$ cat src/rtl/seq_scan_pkg.sv
// Shared types and constants for the serial pattern scan controller.
package seq_scan_pkg;

    // Controller FSM encoding
    typedef enum logic [1:0] {
        IDLE   = 2'd0,
        SHIFT  = 2'd1,
        DRAIN  = 2'd2,
        REPORT = 2'd3
    } state_t;

    // Pattern loaded at reset (MSB is the first bit in time)
    localparam logic [2:0] PAT_RESET = 3'b110;

endpackage

$ cat src/rtl/seq_scan_ctrl_if.sv
// Handshake and configuration bundle between a byte source/sink and seq_scan_ctrl.
interface seq_scan_ctrl_if #(
    parameter int DATA_W = 8,
    parameter int PAT_W  = 3,
    parameter int CNT_W  = $clog2(DATA_W + 1)
);
    logic              cfg_we;
    logic [PAT_W-1:0]  cfg_pattern;
    logic              cfg_err;
    logic              in_valid;
    logic              in_ready;
    logic [DATA_W-1:0] in_data;
    logic              out_valid;
    logic              out_ready;
    logic [CNT_W-1:0]  out_count;
    logic              out_hit;
    logic              busy;

    modport master (
        output cfg_we, cfg_pattern, in_valid, in_data, out_ready,
        input  cfg_err, in_ready, out_valid, out_count, out_hit, busy
    );

    modport slave (
        input  cfg_we, cfg_pattern, in_valid, in_data, out_ready,
        output cfg_err, in_ready, out_valid, out_count, out_hit, busy
    );
endinterface

$ cat src/rtl/seq_det_core.sv
// Overlapping serial sequence detector with a registered (Moore) match output.
// PAT_W must be at least 2.
module seq_det_core #(
    parameter int PAT_W = 3
) (
    input  logic             clk,
    input  logic             reset,
    input  logic             clear,
    input  logic             bit_valid,
    input  logic             bit_in,
    input  logic [PAT_W-1:0] pattern,
    output logic             match
);
    localparam int SEEN_W = $clog2(PAT_W + 1);

    logic [PAT_W-1:0]  shift_q, shift_d;
    logic [SEEN_W-1:0] seen_q, seen_d;
    logic              match_q, match_d;

    // Next history, saturating seen-bit count, and match decision for the incoming bit
    always_comb begin
        shift_d = shift_q;
        seen_d  = seen_q;
        match_d = 1'b0;
        if (clear) begin
            shift_d = '0;
            seen_d  = '0;
        end else if (bit_valid) begin
            shift_d = {shift_q[PAT_W-2:0], bit_in};
            if (seen_q < SEEN_W'(PAT_W)) begin
                seen_d = seen_q + SEEN_W'(1);
            end else begin
                seen_d = seen_q;
            end
            match_d = (seen_d == SEEN_W'(PAT_W)) && (shift_d == pattern);
        end else begin
            match_d = 1'b0;
        end
    end

    // History and match registers
    always_ff @(posedge clk) begin
        if (reset) begin
            shift_q <= '0;
            seen_q  <= '0;
            match_q <= 1'b0;
        end else begin
            shift_q <= shift_d;
            seen_q  <= seen_d;
            match_q <= match_d;
        end
    end

    assign match = match_q;

endmodule

$ cat src/rtl/seq_scan_ctrl.sv
// Byte-level controller: shifts each accepted byte MSB-first into seq_det_core
// and reports the number of matches that completed within that byte.
module seq_scan_ctrl
    import seq_scan_pkg::*;
#(
    parameter int DATA_W = 8,
    parameter int PAT_W  = 3,
    parameter int CNT_W  = $clog2(DATA_W + 1)
) (
    input logic           clk,
    input logic           reset,
    seq_scan_ctrl_if.slave bus
);
    localparam int IDX_W = $clog2(DATA_W);

    state_t            state_q, state_d;
    logic [DATA_W-1:0] data_q, data_d;
    logic [IDX_W-1:0]  idx_q, idx_d;
    logic [CNT_W-1:0]  count_q, count_d;
    logic [PAT_W-1:0]  pattern_q, pattern_d;
    logic              in_ready_q, in_ready_d;
    logic              out_valid_q, out_valid_d;
    logic              out_hit_q, out_hit_d;
    logic              busy_q, busy_d;
    logic              cfg_err_q, cfg_err_d;
    logic              core_clear_s;
    logic              bit_valid_s;
    logic              bit_in_s;
    logic              match_s;

    seq_det_core #(.PAT_W(PAT_W)) u_core (
        .clk      (clk),
        .reset    (reset),
        .clear    (core_clear_s),
        .bit_valid(bit_valid_s),
        .bit_in   (bit_in_s),
        .pattern  (pattern_q),
        .match    (match_s)
    );

    // FSM, byte shifter, bit index, match counter and config handling
    always_comb begin
        state_d      = state_q;
        data_d       = data_q;
        idx_d        = idx_q;
        count_d      = count_q;
        pattern_d    = pattern_q;
        core_clear_s = 1'b0;
        bit_valid_s  = 1'b0;
        bit_in_s     = 1'b0;
        case (state_q)
            IDLE: begin
                // Config applies before a same-cycle byte so the byte sees the new pattern
                if (bus.cfg_we) begin
                    pattern_d    = bus.cfg_pattern;
                    core_clear_s = 1'b1;
                end else begin
                    pattern_d    = pattern_q;
                end
                if (bus.in_valid) begin
                    data_d  = bus.in_data;
                    idx_d   = '0;
                    count_d = '0;
                    state_d = SHIFT;
                end else begin
                    state_d = IDLE;
                end
            end
            SHIFT: begin
                // The byte register shifts left so its MSB is always the current bit
                bit_valid_s = 1'b1;
                bit_in_s    = data_q[DATA_W-1];
                data_d      = {data_q[DATA_W-2:0], 1'b0};
                if (match_s) begin
                    count_d = count_q + CNT_W'(1);
                end else begin
                    count_d = count_q;
                end
                if (idx_q == IDX_W'(DATA_W - 1)) begin
                    state_d = DRAIN;
                end else begin
                    idx_d = idx_q + IDX_W'(1);
                end
            end
            DRAIN: begin
                // Collect the registered match produced by the final bit
                if (match_s) begin
                    count_d = count_q + CNT_W'(1);
                end else begin
                    count_d = count_q;
                end
                state_d = REPORT;
            end
            REPORT: begin
                if (bus.out_ready) begin
                    state_d = IDLE;
                end else begin
                    state_d = REPORT;
                end
            end
            default: begin
                state_d = IDLE;
            end
        endcase
        cfg_err_d   = bus.cfg_we && (state_q != IDLE);
        in_ready_d  = (state_d == IDLE);
        out_valid_d = (state_d == REPORT);
        busy_d      = (state_d != IDLE);
        out_hit_d   = (count_d != '0);
    end

    // State and output registers
    always_ff @(posedge clk) begin
        if (reset) begin
            state_q     <= IDLE;
            data_q      <= '0;
            idx_q       <= '0;
            count_q     <= '0;
            pattern_q   <= PAT_W'(PAT_RESET);
            in_ready_q  <= 1'b1;
            out_valid_q <= 1'b0;
            out_hit_q   <= 1'b0;
            busy_q      <= 1'b0;
            cfg_err_q   <= 1'b0;
        end else begin
            state_q     <= state_d;
            data_q      <= data_d;
            idx_q       <= idx_d;
            count_q     <= count_d;
            pattern_q   <= pattern_d;
            in_ready_q  <= in_ready_d;
            out_valid_q <= out_valid_d;
            out_hit_q   <= out_hit_d;
            busy_q      <= busy_d;
            cfg_err_q   <= cfg_err_d;
        end
    end

    assign bus.in_ready  = in_ready_q;
    assign bus.out_valid = out_valid_q;
    assign bus.out_count = count_q;
    assign bus.out_hit   = out_hit_q;
    assign bus.busy      = busy_q;
    assign bus.cfg_err   = cfg_err_q;

endmodule

$ cat src/flat_wrapper.sv
// flat-port wrapper written by rule: the top's interface ports become plain ports
module seq_scan_ctrl_flat import seq_scan_pkg::*;
#(
    parameter int DATA_W = 8,
    parameter int PAT_W  = 3,
    parameter int CNT_W  = $clog2(DATA_W + 1)
)
  (clk, reset, bus_cfg_we, bus_cfg_pattern, bus_in_valid, bus_in_data, bus_out_ready, bus_cfg_err, bus_in_ready, bus_out_valid, bus_out_count, bus_out_hit, bus_busy);
  seq_scan_ctrl_if #(.DATA_W(DATA_W), .PAT_W(PAT_W), .CNT_W(CNT_W)) bus_i ();
  input logic clk;
  input logic reset;
  input wire logic [$bits(bus_i.cfg_we)-1:0] bus_cfg_we;
  input wire logic [$bits(bus_i.cfg_pattern)-1:0] bus_cfg_pattern;
  input wire logic [$bits(bus_i.in_valid)-1:0] bus_in_valid;
  input wire logic [$bits(bus_i.in_data)-1:0] bus_in_data;
  input wire logic [$bits(bus_i.out_ready)-1:0] bus_out_ready;
  output wire logic [$bits(bus_i.cfg_err)-1:0] bus_cfg_err;
  output wire logic [$bits(bus_i.in_ready)-1:0] bus_in_ready;
  output wire logic [$bits(bus_i.out_valid)-1:0] bus_out_valid;
  output wire logic [$bits(bus_i.out_count)-1:0] bus_out_count;
  output wire logic [$bits(bus_i.out_hit)-1:0] bus_out_hit;
  output wire logic [$bits(bus_i.busy)-1:0] bus_busy;
  assign bus_i.cfg_we = bus_cfg_we;
  assign bus_i.cfg_pattern = bus_cfg_pattern;
  assign bus_i.in_valid = bus_in_valid;
  assign bus_i.in_data = bus_in_data;
  assign bus_i.out_ready = bus_out_ready;
  assign bus_cfg_err = bus_i.cfg_err;
  assign bus_in_ready = bus_i.in_ready;
  assign bus_out_valid = bus_i.out_valid;
  assign bus_out_count = bus_i.out_count;
  assign bus_out_hit = bus_i.out_hit;
  assign bus_busy = bus_i.busy;
  seq_scan_ctrl #(.DATA_W(DATA_W), .PAT_W(PAT_W), .CNT_W(CNT_W)) u_core (.clk(clk), .reset(reset), .bus(bus_i));
endmodule
$ cat config.mk
export PLATFORM = sky130hd
export DESIGN_NAME = seq_scan_ctrl_flat
export DESIGN_NICKNAME = d
export VERILOG_FILES = /design/src/rtl/seq_scan_pkg.sv /design/src/rtl/seq_scan_ctrl_if.sv /design/src/rtl/seq_det_core.sv /design/src/rtl/seq_scan_ctrl.sv /design/src/flat_wrapper.sv
export SDC_FILE = /design/constraint.sdc
export NUM_CORES = 1
export LEC_CHECK = 0
export ABC_AREA = 1
export BUFFER_PORTS_ARGS = -buffer_cell sky130_fd_sc_hd__clkbuf_2
export CORE_MARGIN = 2
export CORE_UTILIZATION = 54
export CTS_CLUSTER_DIAMETER = 80
export DETAILED_ROUTE_END_ITERATION = 6
export HOLD_SLACK_MARGIN = 0.12
export PLACE_DENSITY = 0.78
export SLEW_MARGIN = 25
export SYNTH_ARGS = -nofsm -noshare
export SYNTH_HDL_FRONTEND = slang
export SYNTH_HIERARCHICAL = 1
export SYNTH_SLANG_ARGS = --single-unit
$ cat constraint.sdc
create_clock -name clk -period 2.03 [get_ports clk]
set_input_delay 0.1015 -clock clk [delete_from_list [all_inputs] [get_ports clk]]
set_output_delay 0.1015 -clock clk [all_outputs]
set_load 0.02 [all_outputs]
== Word level (Yosys, flattened, before mapping) ==
Cells that the tools add are included.
Word-level totals
  logic and storage cells: 60
  input bits: 16
  register bits: 30
  output and inout bits: 9
Operators by class
  bitwise logic cells: 1
  magnitude comparators: 1
  add/subtract/negate cells: 3
  muxes and demuxes: 19
  reductions and logical operators: 14
  equality and inequality tests: 9
Operators with widths (count)
  $pmux W8 S2: 1
  $mux W2: 5
  $eq A2 B2 Y1 const B: 4
  $mux W4: 2
  $mux W8: 1
  $pmux W2 S4: 1
  $pmux W4 S2: 1
  $mux W3: 2
  $pmux W3 S2: 1
  $reduce_bool A2 Y1: 3
  $mux W1: 5
  $add A4 B1 Y4 const B: 1
  $logic_not A2 Y1: 2
  $ne A2 B2 Y1 const B: 2
  $reduce_and A2 Y1: 2
  $reduce_bool A4 Y1: 1
  $reduce_or A2 Y1: 2
  $add A3 B1 Y3 const B: 1
  $eq A3 B3 Y1: 1
  $eq A3 B3 Y1 const B: 1
  $reduce_and A3 Y1: 1
  $reduce_or A3 Y1: 1
  $add A2 B1 Y2 const B: 1
  $eq A2 B1 Y1 const B: 1
  3 further kinds: 4

== Longest topological paths before layout ==
Gate-level depths: netlist of run 1.
  depth in word-level cells: 6
  depth in mapped cells: 10
  mapped depth without buffers: 10

== Hierarchy ==
Netlist of run 1, hierarchy kept.
By module, submodules not included
  seq_scan_ctrl: instances 1, cells each 158, sequential area each 500.5 sq um, area an instance 1169.9 sq um
  seq_det_core: instances 1, cells each 33, sequential area each 100.1 sq um, area an instance 221.5 sq um

== Worst setup path before layout of run 1 ==
OpenSTA, ideal clock, no wires.
  path type: register to register
  start: register u_core.state_q[1]
  end: register u_core.idx_q[0]
  arrival: 1.280 ns
  clock period less this slack: 1.400 ns
  path buffers: 0
  slack: 0.630 ns
  stages on the path, launching flop included: 8
  required time: 1.909 ns
  library setup time: 0.121 ns
  cell sequence: dfxtp_1 inv_1 ha_1 inv_2 o21ai_4 o21ai_2 o21ai_0 a21oi_1
On the way
  cells in the longest elaborated chain, start to end: 3
  elaborated cells between the ends (all ways): 7
  classes of those cells: 3 x eq/ne; 1 x mux; 3 x reduce/logical
RTL lines
  from (decl): RTL line seq_scan_ctrl.sv:16  | state_t state_q, state_d;
  from (signal assigned): RTL line seq_scan_ctrl.sv:126  | state_q <= state_d;
  $eq A2 B1 Y1 or $logic_not A2 Y1 (tied branches): RTL line seq_scan_ctrl.sv:51  | case (state_q)
  $ne A2 B2 Y1 (no source line) or $reduce_bool A2 Y1 (tied branches)
  $reduce_and A3 Y1 (no source line)
  to (signal assigned): RTL line seq_scan_ctrl.sv:128  | idx_q <= idx_d;
  to (decl): RTL line seq_scan_ctrl.sv:18  | logic [IDX_W-1:0] idx_q, idx_d;
Several ways; a longest one is shown, not always the timed one.
A chain may end at the register's enable or synchronous reset.

== Worst setup path in the final report of run 1 ==
  start: register u_core.state_q[0]
  end: register u_core.idx_q[0]
Same word-level chain as after synthesis.

==> impl_results.md, run 1 <==
* Final HPWL DP at 2065 um
* Most frequent cell after synthesis: nand2_1
* CP endpoint kind: flip-flop
* Synth area leaders: dfxtp_1 43%, nand2_1 15%, inv_1 6.7%
* Final setup viols at 0
* Cell row count at 18
* CTS tree: yes
* Hold EP: u_core/bus.out_valid$_SDFF_PP0_
* Crit-path max FO at 19
* Post-CTS sizing at 0
* Slew @ Worst Pin at 0.4234 ns
* Post-synthesis compound-gate area fraction at 14.66%
* Starting density of the core at 56.68%
* Period utilisation layout at 84.57%
* Post-synthesis adder-cell area fraction at 6.295%
* Detail Route Antenna Nets at 0
* Core ar. at 2455 um2
* Vias at 1327
* Crit path kind: flip-flop to flip-flop
* Post-synth EDFFs at 0
* Critical Path RT at 2.24 ns
* R2R setup slack at 0.31 ns
* Final wirelength at 2898 um
* Unrepaired setup endpoints after global routing: false
* LEAKAGE at 0.8394 nW
* Dpl ws at 0.3484 ns
* Seq/Total Area, Yosys at 43.17%
* I/O pin cnt at 25
* Post-synth top area share at 43.17%
* Critical Path AT at 1.93 ns
* Most frequent cells after synthesis: 57 x nand2_1, 30 x dfxtp_1, 25 x inv_1
* PortBufs at 24
* Syn. warnings at 6
* Antenna violations before repair at 0
* Largest family of logic cells by synthesized area: simple AND/OR/NAND/NOR gates
* Via density at 5.084
* R2R depth at 6
* Pin count of the biggest net entering global routing at 20
* Fin crit period at 1.717 ns
* Post-synth cell types at 22
* XOR/XNOR Fraction of Synth Area at 1.259%
* Top_reg_cell synth: dfxtp_1
* Tightest Hold Check Type: input pin to flip-flop
* RD Place Congestion at 0.8954
* GRT Overall Usage at 22.45%
* Total grt overflow at 0
* Footprint of the multi-input gates at 649.4 um2
* Setup TNS at 0 ns
* CTS Buf Count at 5
* # Post-CTS Setup Buffers at 0
* DR WL/cell at 11.10 um
* Synth Area in Simple Gates at 24.46%
* PD cells at 662.4 nW/um2
* Max H-tree Level at 2
* Status: finished clean
* Clk_lat worst skew at 0.32 ns
* Peak Freq at 582.5 MHz
* # DRC at 0
* Mapped Nets at 214
* Die area at 2999 um2
* Yosys reg bits at 30
* Post-synthesis mux area share at 0%
* Syn Std Cell Area at 1391 um2
* Slew Limit Fails at 0
* R2R Path End: u_core/idx_q[0]$_SDFFE_PP0P_
* Hold depth at 5
* Final WS setup at 0.3132 ns
* Router iterations before antenna repair at 4
* Storage cell area at 600.6 um2
* Layout Utilization at 68.76%
* Clock sink count at 30
* Maximum vdd ir drop at 0.0004562 V
* Max-Cap Viols at 0
* FF-to-FF Start: u_core/state_q[0]$_SDFF_PP0_
* Vias in the first global route at 1225
* Clk root buf: clkbuf_4
* Die H at 54.76 um
* Fin cells at 261
* Number of diodes at 0
* CP Launch Type: flip-flop
* Layout cells sized above 1 at 14.72%
* Final Hold Fails at 0
* Placed Cells at 241
* Syn Inst Count at 191
* Skew final at 0.002986 ns
* Die Wd at 54.76 um
* Hold_sp: bus_in_valid
* Synthesis-to-finish area growth at 21.31%
* Filler cells at 215
* Initial DRC Count at 21
* Post-Syn Area per Cell at 7.284 um2
* Slew headroom at 71.67%
* CTS clk-pin slew, worst paths at 0.08 ns
* Ys async rst share at 0%
* Synth area leader: dfxtp_1
* Clock Path Buffers at 2
* First-pass GRT wire length at 4657 um
* Nets at 254
kinds of logic (layout without fill, tap and decap cells):
| kind of cell | after synthesis | after routing |
|---|---|---|
| AOI/OAI and AO/OA | 35 | 35 |
| adders and majority gates | 7 | 7 |
| and+or+nand+nor | 86 | 86 |
| buffers and inverters | 31 | 71 |
| DFF | 30 | 30 |
| xor gates and xnor gates | 2 | 2 |
what timing repair did:
| action | 4_1_cts | 5_1_grt |
|---|---|---|
| endpoints found under the setup margin | 0 | 0 |
| hold buffers | 13 | 0 |
| endpoints found under the hold margin | 16 | 0 |
registers in the layout, indices dropped and copies added, names as in the netlist:
name,cells
u_core/bus.busy,1
u_core/bus.cfg_err,1
u_core/bus.in_ready,1
u_core/bus.out_count,4
u_core/bus.out_hit,1
u_core/bus.out_valid,1
u_core/data_q,8
u_core/idx_q,3
u_core/pattern_q,3
u_core/state_q,2
u_core/u_core/match,1
u_core/u_core/seen_q,2
u_core/u_core/shift_q,2
area by class of cell:
| type | count | share of cell area, % |
|---|---|---|
| clock buffer | 7 | 2.669 |
| tap | 30 | 2.224 |
| sequential | 30 | 35.58 |
| inverter | 26 | 5.782 |
| timing repair buffer | 38 | 15.27 |
| multi-input combinational | 130 | 38.47 |
critical path, cell delays in order, from the launching register on:
cell and delay (ns):
dfxtp_1 0.40, inv_1 0.08, ha_1 0.30, o21ai_4 0.41
o21ai_2 0.15, o21ai_0 0.20, a21oi_1 0.07
report_power, final:
| part | total (mW) | switching [mW] | internal, mW |
|---|---|---|---|
| clock | 0.317 | 0.187 | 0.130 |
| combinational | 0.165 | 0.0967 | 0.0680 |
| sequential | 0.636 | 0.0159 | 0.620 |
through the flow:
step | hold WS (ns) | total power, mW | cell area (um2)
final | 0.2022 | 1.118 | 1688
after global routing | 0.2758 | 1.169 | 1688
after CTS | 0.1912 | 1.127 | 1688
after detailed placement | 0.3264 | 0.7937 | 1513
after global placement | 0.2998 | 0.7857 | 1513
after floorplan | 0.2147 | 0.7583 | 1391
placed cells by master (no fill, tap or decap):
cell type	Yosys	routed
nor3_1	1	1
nand4_1	2	2
buf_4	1	1
o21ai_2	1	1
clkbuf_1	0	2
dfxtp_1	30	30
nand2_1	57	57
o21ai_1	1	1
o21bai_1	2	2
nand3_1	7	7
o21ai_4	1	1
nor2_1	18	18
dlygate4sd3_1	0	13
clkbuf_4	0	5
xnor2_1	2	2
ha_1	7	7
inv_1	25	25
inv_2	1	1
o21ai_0	14	14
a31oi_1	7	7
clkbuf_2	0	24
nand2_2	1	1
a21oi_1	9	9
how the worst max path moves through the flow:
stage	from	end	slack (ns)
floorplan	u_core/state_q[1]$_SDFF_PP0_	u_core/idx_q[0]$_SDFFE_PP0P_	0.63
global placement	u_core/state_q[0]$_SDFF_PP0_	u_core/idx_q[0]$_SDFFE_PP0P_	0.48
detailed placement	u_core/state_q[0]$_SDFF_PP0_	u_core/idx_q[0]$_SDFFE_PP0P_	0.35
CTS	u_core/state_q[0]$_SDFF_PP0_	u_core/idx_q[0]$_SDFFE_PP0P_	0.31
global route	u_core/state_q[0]$_SDFF_PP0_	u_core/idx_q[0]$_SDFFE_PP0P_	0.18
finish	u_core/state_q[0]$_SDFF_PP0_	u_core/idx_q[0]$_SDFFE_PP0P_	0.31
routing by layer:
metal,GRT usage [%],vias to the layer above,wire (um)
met3,6.284,11,107
met4,13.75,0,73
met2,41.87,26,1485
met1,21.26,605,1232
met5,0,-,0
li1,-,685,-
Power figures use the tool's default switching activity.
==> run 2, diff against run 1 <==
--- a/config.mk
+++ b/config.mk
@@ -5,14 +5,14 @@
 export SDC_FILE = /design/constraint.sdc
 export NUM_CORES = 1
 export LEC_CHECK = 0
-export ABC_AREA = 1
+export ABC_AREA = 0
 export BUFFER_PORTS_ARGS = -buffer_cell sky130_fd_sc_hd__clkbuf_2
 export CORE_MARGIN = 2
-export CORE_UTILIZATION = 54
+export CORE_UTILIZATION = 53
 export CTS_CLUSTER_DIAMETER = 80
 export DETAILED_ROUTE_END_ITERATION = 6
 export HOLD_SLACK_MARGIN = 0.12
-export PLACE_DENSITY = 0.78
+export PLACE_DENSITY = 0.77
 export SLEW_MARGIN = 25
 export SYNTH_ARGS = -nofsm -noshare
 export SYNTH_HDL_FRONTEND = slang
==> constraint.sdc (replaced) <==
create_clock -name clk -period 1.7 [get_ports clk]
set_input_delay 0.085 -clock clk [delete_from_list [all_inputs] [get_ports clk]]
set_output_delay 0.085 -clock clk [all_outputs]
set_load 0.02 [all_outputs]
==> run 2 against run 1 <==
The flow now finishes with violations (negative setup slack). Combinational power rose by 41%. Sequential share of layout area is 1.9 points lower. Sequential power up 19%. Clock power is 30% higher. Hold slack lost 0.045 ns. Global-route usage is 0.073 points lower. Synthesized cell count is 30% lower. Utilization grew 5.9 points. Non-clock buffer count is 10 higher. Largest power group unchanged.
==> impl_results.md, run 2 <==
* Most frequent cell after synthesis: dfxtp_1
* Final setup viols at 1
* Detail Route Antenna Nets at 0
* Fin crit period at 1.773 ns
* Unrepaired setup endpoints after global routing: true
* Sequential Power Share at 54.0%
* Combinational fraction of design power at 16.6%
* Commonest non-fill, non-tap cells in the layout: 26 x dfxtp_1, 24 x clkbuf_2, 14 x nor2_1, 13 x buf_4
* Maximum vdd ir drop at 0.0006791 V
* Die Wd at 53.93 um
* Post-synth cell types at 38
* Syn Inst Count at 133
* Yosys reg bits at 30
* Fin area at 1798 um2
* Switching power at 0.3569 mW
* Tightest Hold Check Type: input pin to flip-flop
* Ys async rst share at 0%
* Crit path kind: flip-flop to flip-flop
* CTS tree: yes
* PortBufs at 24
* Via density at 5.519
* Post-synthesis adder-cell area fraction at 6.629%
* FF-to-FF Start: u_core/state_q[1]$_SDFF_PP0_
* Slew headroom at 73.32%
* # DRC at 0
* Post-synth top area share at 45.45%
* Post-Syn Area per Cell at 9.934 um2
* Final HPWL DP at 1883 um
* Slew Limit Fails at 0
* GRT Overall Usage at 22.38%
* CTS Buf Count at 5
* Seq/Total Area, Yosys at 45.45%
* Final wirelength at 2893 um
* Max H-tree Level at 2
* Final WS setup at -0.07322 ns
* Synth area leaders: dfxtp_1 45%, mux2i_1 8.3%, ha_1 6.6%
* R2R Path End: u_core/bus.out_hit$_SDFF_PP0_
* Clk_lat worst skew at 0.33 ns
* Router iterations before antenna repair at 4
* Critical Path AT at 1.97 ns
* Largest family of logic cells by synthesized area: simple AND/OR/NAND/NOR gates
* Max-Cap Viols at 0
* Max reg flops at 8
* Layout cells sized above 1 at 35.16%
* DR WL/cell at 13.65 um
* Core ar. at 2410 um2
* Post-synthesis compound-gate area fraction at 12.78%
* Synth area leader: dfxtp_1
* R2R depth at 6
* Nets at 206
* Hold depth at 4
* Post-synthesis mux area share at 9.186%
* Post-synth EDFFs at 0
* Slew @ Worst Pin at 0.3971 ns
* CP Launch Type: flip-flop
* Final Hold Fails at 0
* Synthesis-to-finish area growth at 36.08%
* Vias at 1170
* Hold EP: u_core/data_q[0]$_SDFFE_PP0P_
* Area post-placement at 1545 um2
* Mapped Nets at 156
* Syn Std Cell Area at 1321 um2
* RD Place Congestion at 0.7682
* CTS clk-pin slew, worst paths at 0.09 ns
* Clock sink count at 30
* Synth Area in Simple Gates at 21.12%
* Die H at 53.93 um
* Clk root buf: clkbuf_4
* Crit-path max FO at 3
* Most frequent cells after synthesis: 30 x dfxtp_1, 14 x nor2_1, 11 x mux2i_1
* Critical Path RT at 1.90 ns
* CP endpoint kind: flip-flop
* Reg with most FFs: u_core/data_q
* Peak Freq at 563.9 MHz
* Vias in the first global route at 1134
* Skew final at 0.005418 ns
* Pwr Total at 1.402 mW
* Starting density of the core at 54.83%
* Top_reg_cell synth: dfxtp_1
* Pin count of the biggest net entering global routing at 18
* Sw frac at 25.46%
* R2R setup slack at -0.07 ns
* Cell-internal power at 1.045 mW
* Antenna violations before repair at 0
* First-pass GRT wire length at 4540 um
* LEAKAGE at 0.7791 nW
* I/O pin cnt at 25
* Status: finished, violations left
* Clock Path Buffers at 2
* Syn. warnings at 6
* XOR/XNOR Fraction of Synth Area at 1.989%
* Filler cells at 159
* Cell row count at 18
* Failing checks: negative setup slack
* Most common cell after layout, fill and taps aside: dfxtp_1
* PD cells at 779.7 nW/um2
* Hold_sp: bus_in_data[0]
* Clk pwr share at 29.4%
* Die area at 2908 um2
* Total grt overflow at 0
* Period utilisation layout at 104.3%
* Number of diodes at 0
* Initial DRC Count at 6
-- run 2: changes by cell type in the layout (fill, tap and decap cells not counted), moves of 5 or more --
| cell | before | now |
|---|---|---|
| o21ai_0 | 14 | 1 |
| inv_1 | 25 | 1 |
| buf_4 | 1 | 13 |
| a31oi_1 | 7 | 2 |
| nand3_1 | 7 | 2 |
| a21oi_1 | 9 | 4 |
| a211oi_1 | 0 | 8 |
| nand2_1 | 57 | 6 |
| mux2i_1 | 0 | 11 |
-- run 2: what timing repair did --
item | in CTS | in global routing
hold buffers | 11 | 0
gates resized for setup | 2 | 12
endpoints found under the hold margin | 11 | 0
setup endpoints to repair | 2 | 3
setup buffers | 2 | 2
pin swaps | 3 | 7
-- run 2: metrics by stage --
stage / util, % / cells / hold slack, ns / setup TNS [ns] / setup slack, ns
finish: 74.61 / 212 / 0.1576 / -0.07322 / -0.07322
global route: 74.61 / 212 / 0.1519 / -0.2284 / -0.1592
CTS: 71.75 / 210 / 0.1256 / -0.03437 / -0.03437
detailed placement: 64.12 / 191 / 0.3328 / -0.1147 / -0.08084
global placement: 64.12 / 191 / 0.3214 / -0.02314 / -0.01985
floorplan: - / 133 / 0.1617 / 0 / 0.009083
-- run 2: layout make-up --
class,count,area (um2),area share [%]
Tap cell,30,37.54,2.088
Multi-Input combinational cell,95,764.5,42.52
Inverter,3,11.26,0.6263
Sequential cell,30,605.6,33.68
Clock buffer,6,51.30,2.853
Timing Repair Buffer,48,327.8,18.23
-- run 2: worst max path at each step --
stage                                     to  cells past startpoint                    startpoint  slack (ns)
2_1_floorplan  u_core/bus.out_hit$_SDFF_PP0_                      7  u_core/state_q[0]$_SDFF_PP0_       0.009
3_3_place_gp   u_core/bus.out_hit$_SDFF_PP0_                      6  u_core/state_q[1]$_SDFF_PP0_       -0.02
3_5_place_dp   u_core/bus.out_hit$_SDFF_PP0_                      6  u_core/state_q[1]$_SDFF_PP0_       -0.08
4_1_cts        u_core/bus.out_hit$_SDFF_PP0_                      6  u_core/state_q[1]$_SDFF_PP0_       -0.03
5_1_grt        u_core/bus.out_hit$_SDFF_PP0_                      6  u_core/state_q[1]$_SDFF_PP0_       -0.16
6_report       u_core/bus.out_hit$_SDFF_PP0_                      6  u_core/state_q[1]$_SDFF_PP0_       -0.07
-- run 2: routing by layer --
metal | GRT usage (%) | vias up | routed length (um)
met5 | 0 | - | 0
met4 | 12.82 | 0 | 67
met3 | 5.278 | 8 | 102
met2 | 42.68 | 23 | 1554
met1 | 21.47 | 556 | 1169
li1 | - | 583 | -
-- run 2: kinds of logic after synthesis --
family	count (synthesis)
simple gates	49
flops	30
compound gates	24
mux	12
buf+inv	8
fa+ha+maj	7
xor+xnor	3
-- run 2: critical path, stage by stage, from the launching register on --
cell     delay [ns]
dfxtp_2        0.35
inv_2          0.05
ha_4           0.24
nor3b_4        0.15
o31ai_1        0.21
a21oi_1        0.11
or4_1          0.52
-- run 2: power by group through the flow --
stage / logic, mW / clock network (mW) / registers, mW
4_1_cts: 0.225 / 0.424 / 0.757
5_1_grt: 0.256 / 0.443 / 0.762
3_5_place_dp: 0.201 / 0 / 0.772
6_report: 0.233 / 0.412 / 0.757
2_1_floorplan: 0.131 / 0 / 0.774
3_3_place_gp: 0.194 / 0 / 0.770
==> run 3, diff against run 2 <==
--- a/config.mk
+++ b/config.mk
@@ -8,11 +8,11 @@
 export ABC_AREA = 0
 export BUFFER_PORTS_ARGS = -buffer_cell sky130_fd_sc_hd__clkbuf_2
 export CORE_MARGIN = 2
-export CORE_UTILIZATION = 53
+export CORE_UTILIZATION = 57
 export CTS_CLUSTER_DIAMETER = 80
 export DETAILED_ROUTE_END_ITERATION = 6
 export HOLD_SLACK_MARGIN = 0.12
-export PLACE_DENSITY = 0.77
+export PLACE_DENSITY = 0.82
 export SLEW_MARGIN = 25
 export SYNTH_ARGS = -nofsm -noshare
 export SYNTH_HDL_FRONTEND = slang
==> constraint.sdc (replaced) <==
create_clock -name clk -period 2.2 [get_ports clk]
set_input_delay 0.11 -clock clk [delete_from_list [all_inputs] [get_ports clk]]
set_output_delay 0.11 -clock clk [all_outputs]
set_load 0.02 [all_outputs]
==> run 3 against run 2 <==
The flow now finishes without violations. Utilization is 1.7 points lower. Hold slack worse by 0.0050 ns. Final area is 10% lower. Die area is 6.5% lower. Combinational power is 34% lower. Via count is 6.2% lower. Clock power is 31% lower. Cell count is 6.1% lower. Critical path depth stayed put. Non-clock buffer count is 12 lower. Register-to-register slack better by 0.32 ns. Sequential share of layout area is 3.6 points higher. Critical path type unchanged. Largest cell class unchanged. Largest power group unchanged.
==> impl_results.md, run 3 (synthesis gave the netlist of run 2 again) <==
* Final setup viols at 0
* LEAKAGE at 0.7090 nW
* Critical Path AT at 2.15 ns
* Total grt overflow at 0
* Status: finished clean
* Fin area at 1613 um2
* Clk_lat worst skew at 0.32 ns
* Dpl ws at 0.2765 ns
* Vias at 1097
* Max reg flops at 8
* RD Place Congestion at 0.7782
* Skew final at 0.004060 ns
* Die area at 2719 um2
* PortBufs at 24
* CTS Buf Count at 5
* Crit-path max FO at 10
* Crit path kind: flip-flop to flip-flop
* GRT Overall Usage at 22.80%
* # DRC at 0
* Die Wd at 52.15 um
* Final hold slack at 0.1526 ns
* Peak Freq at 513.1 MHz
* Final Hold Fails at 0
* Pwr Total at 1.025 mW
* Setup TNS at 0 ns
* Via density at 5.513
* CP endpoint kind: flip-flop
* I/O pin cnt at 25
* PD cells at 635.4 nW/um2
* Placed Cells at 181
* CTS tree: yes
* Layout cells sized above 1 at 21.05%
* Final wirelength at 2637 um
* Cell row count at 17
* Final WS setup at 0.2512 ns
* Detail Route Antenna Nets at 0
* Post-CTS sizing at 0
* Number of diodes at 0
* Most common cell after layout, fill and taps aside: dfxtp_1
* Core ar. at 2212 um2
* Vias in the first global route at 1031
* Slew headroom at 66.23%
* Unrepaired setup endpoints after global routing: false
* Layout Utilization at 72.91%
* Max-Cap Viols at 0
* Reg with most FFs: u_core/data_q
* Final HPWL DP at 1765 um
* Starting density of the core at 59.73%
* Period utilisation layout at 88.58%
* Commonest non-fill, non-tap cells in the layout: 30 x dfxtp_1, 24 x clkbuf_2, 14 x nor2_1, 11 x dlygate4sd3_1, 11 x mux2i_1
* Router iterations before antenna repair at 4
* Synthesis-to-finish area growth at 22.06%
* Clk root buf: clkbuf_4
* Fin crit period at 1.949 ns
* DR WL/cell at 13.25 um
* CP Launch Type: flip-flop
* Pin count of the biggest net entering global routing at 28
* Slew Limit Fails at 0
* Antenna violations before repair at 0
* Clock Path Buffers at 2
* Max H-tree Level at 2
* Clock sink count at 30
* CTS clk-pin slew, worst paths at 0.08 ns
* Initial DRC Count at 19
* Fin cells at 199
* Slew @ Worst Pin at 0.5000 ns
* Critical Path RT at 2.40 ns
* Area post-placement at 1458 um2
* Maximum vdd ir drop at 0.0005008 V
* Die H at 52.15 um
* First-pass GRT wire length at 4381 um
* Nets at 194
* Tightest Hold Check Type: input pin to flip-flop
## run 3: report_power, final
part           switching (mW)  internal [mW]  total [mW]
registers              0.0151          0.570       0.585
logic                  0.0807         0.0730       0.154
clock network           0.166          0.120       0.286
## run 3: path summary, 6_finish.rpt
kind / cells past startpoint / endpoint / startpoint / slack [ns]
max: 6 / u_core/bus.out_hit$_SDFF_PP0_ / u_core/state_q[0]$_SDFF_PP0_ / 0.25
min: 4 / u_core/data_q[0]$_SDFFE_PP0P_ / bus_in_data[0] / 0.15
max reg2reg: 6 / u_core/bus.out_hit$_SDFF_PP0_ / u_core/state_q[0]$_SDFF_PP0_ / 0.25
min reg2reg: 2 / u_core/pattern_q[0]$_SDFFE_PP0P_ / u_core/pattern_q[0]$_SDFFE_PP0P_ / 0.48
## run 3: cell type report
type / count / area [um2]
Clock buffer: 7 / 45.04
Multi-Input combinational cell: 95 / 683.2
Fill cell: 170 / 599.3
Timing Repair Buffer: 36 / 237.7
Inverter: 3 / 11.26
Tap cell: 28 / 35.03
Sequential cell: 30 / 600.6
## run 3: timing repair
item | in CTS | in global routing
endpoints found under the hold margin | 11 | 0
hold buffers | 11 | 0
buffers inserted | 0 | 0
## run 3: layer usage
metal | vias up | track usage (%) | part of all wire (%)
li1 | 562 | - | -
met1 | 504 | 23.59 | 41
met2 | 29 | 41.14 | 54
met3 | 2 | 7.759 | 4.7
met4 | 0 | 10.26 | 0.53
met5 | - | 0 | 0
## run 3: critical path, stage by stage, from the launching register on
cell      delay, ns
dfxtp_1        0.38
inv_1          0.08
ha_1           0.31
nor2b_4        0.18
a211oi_1       0.23
a211oi_1       0.12
or4_1          0.53
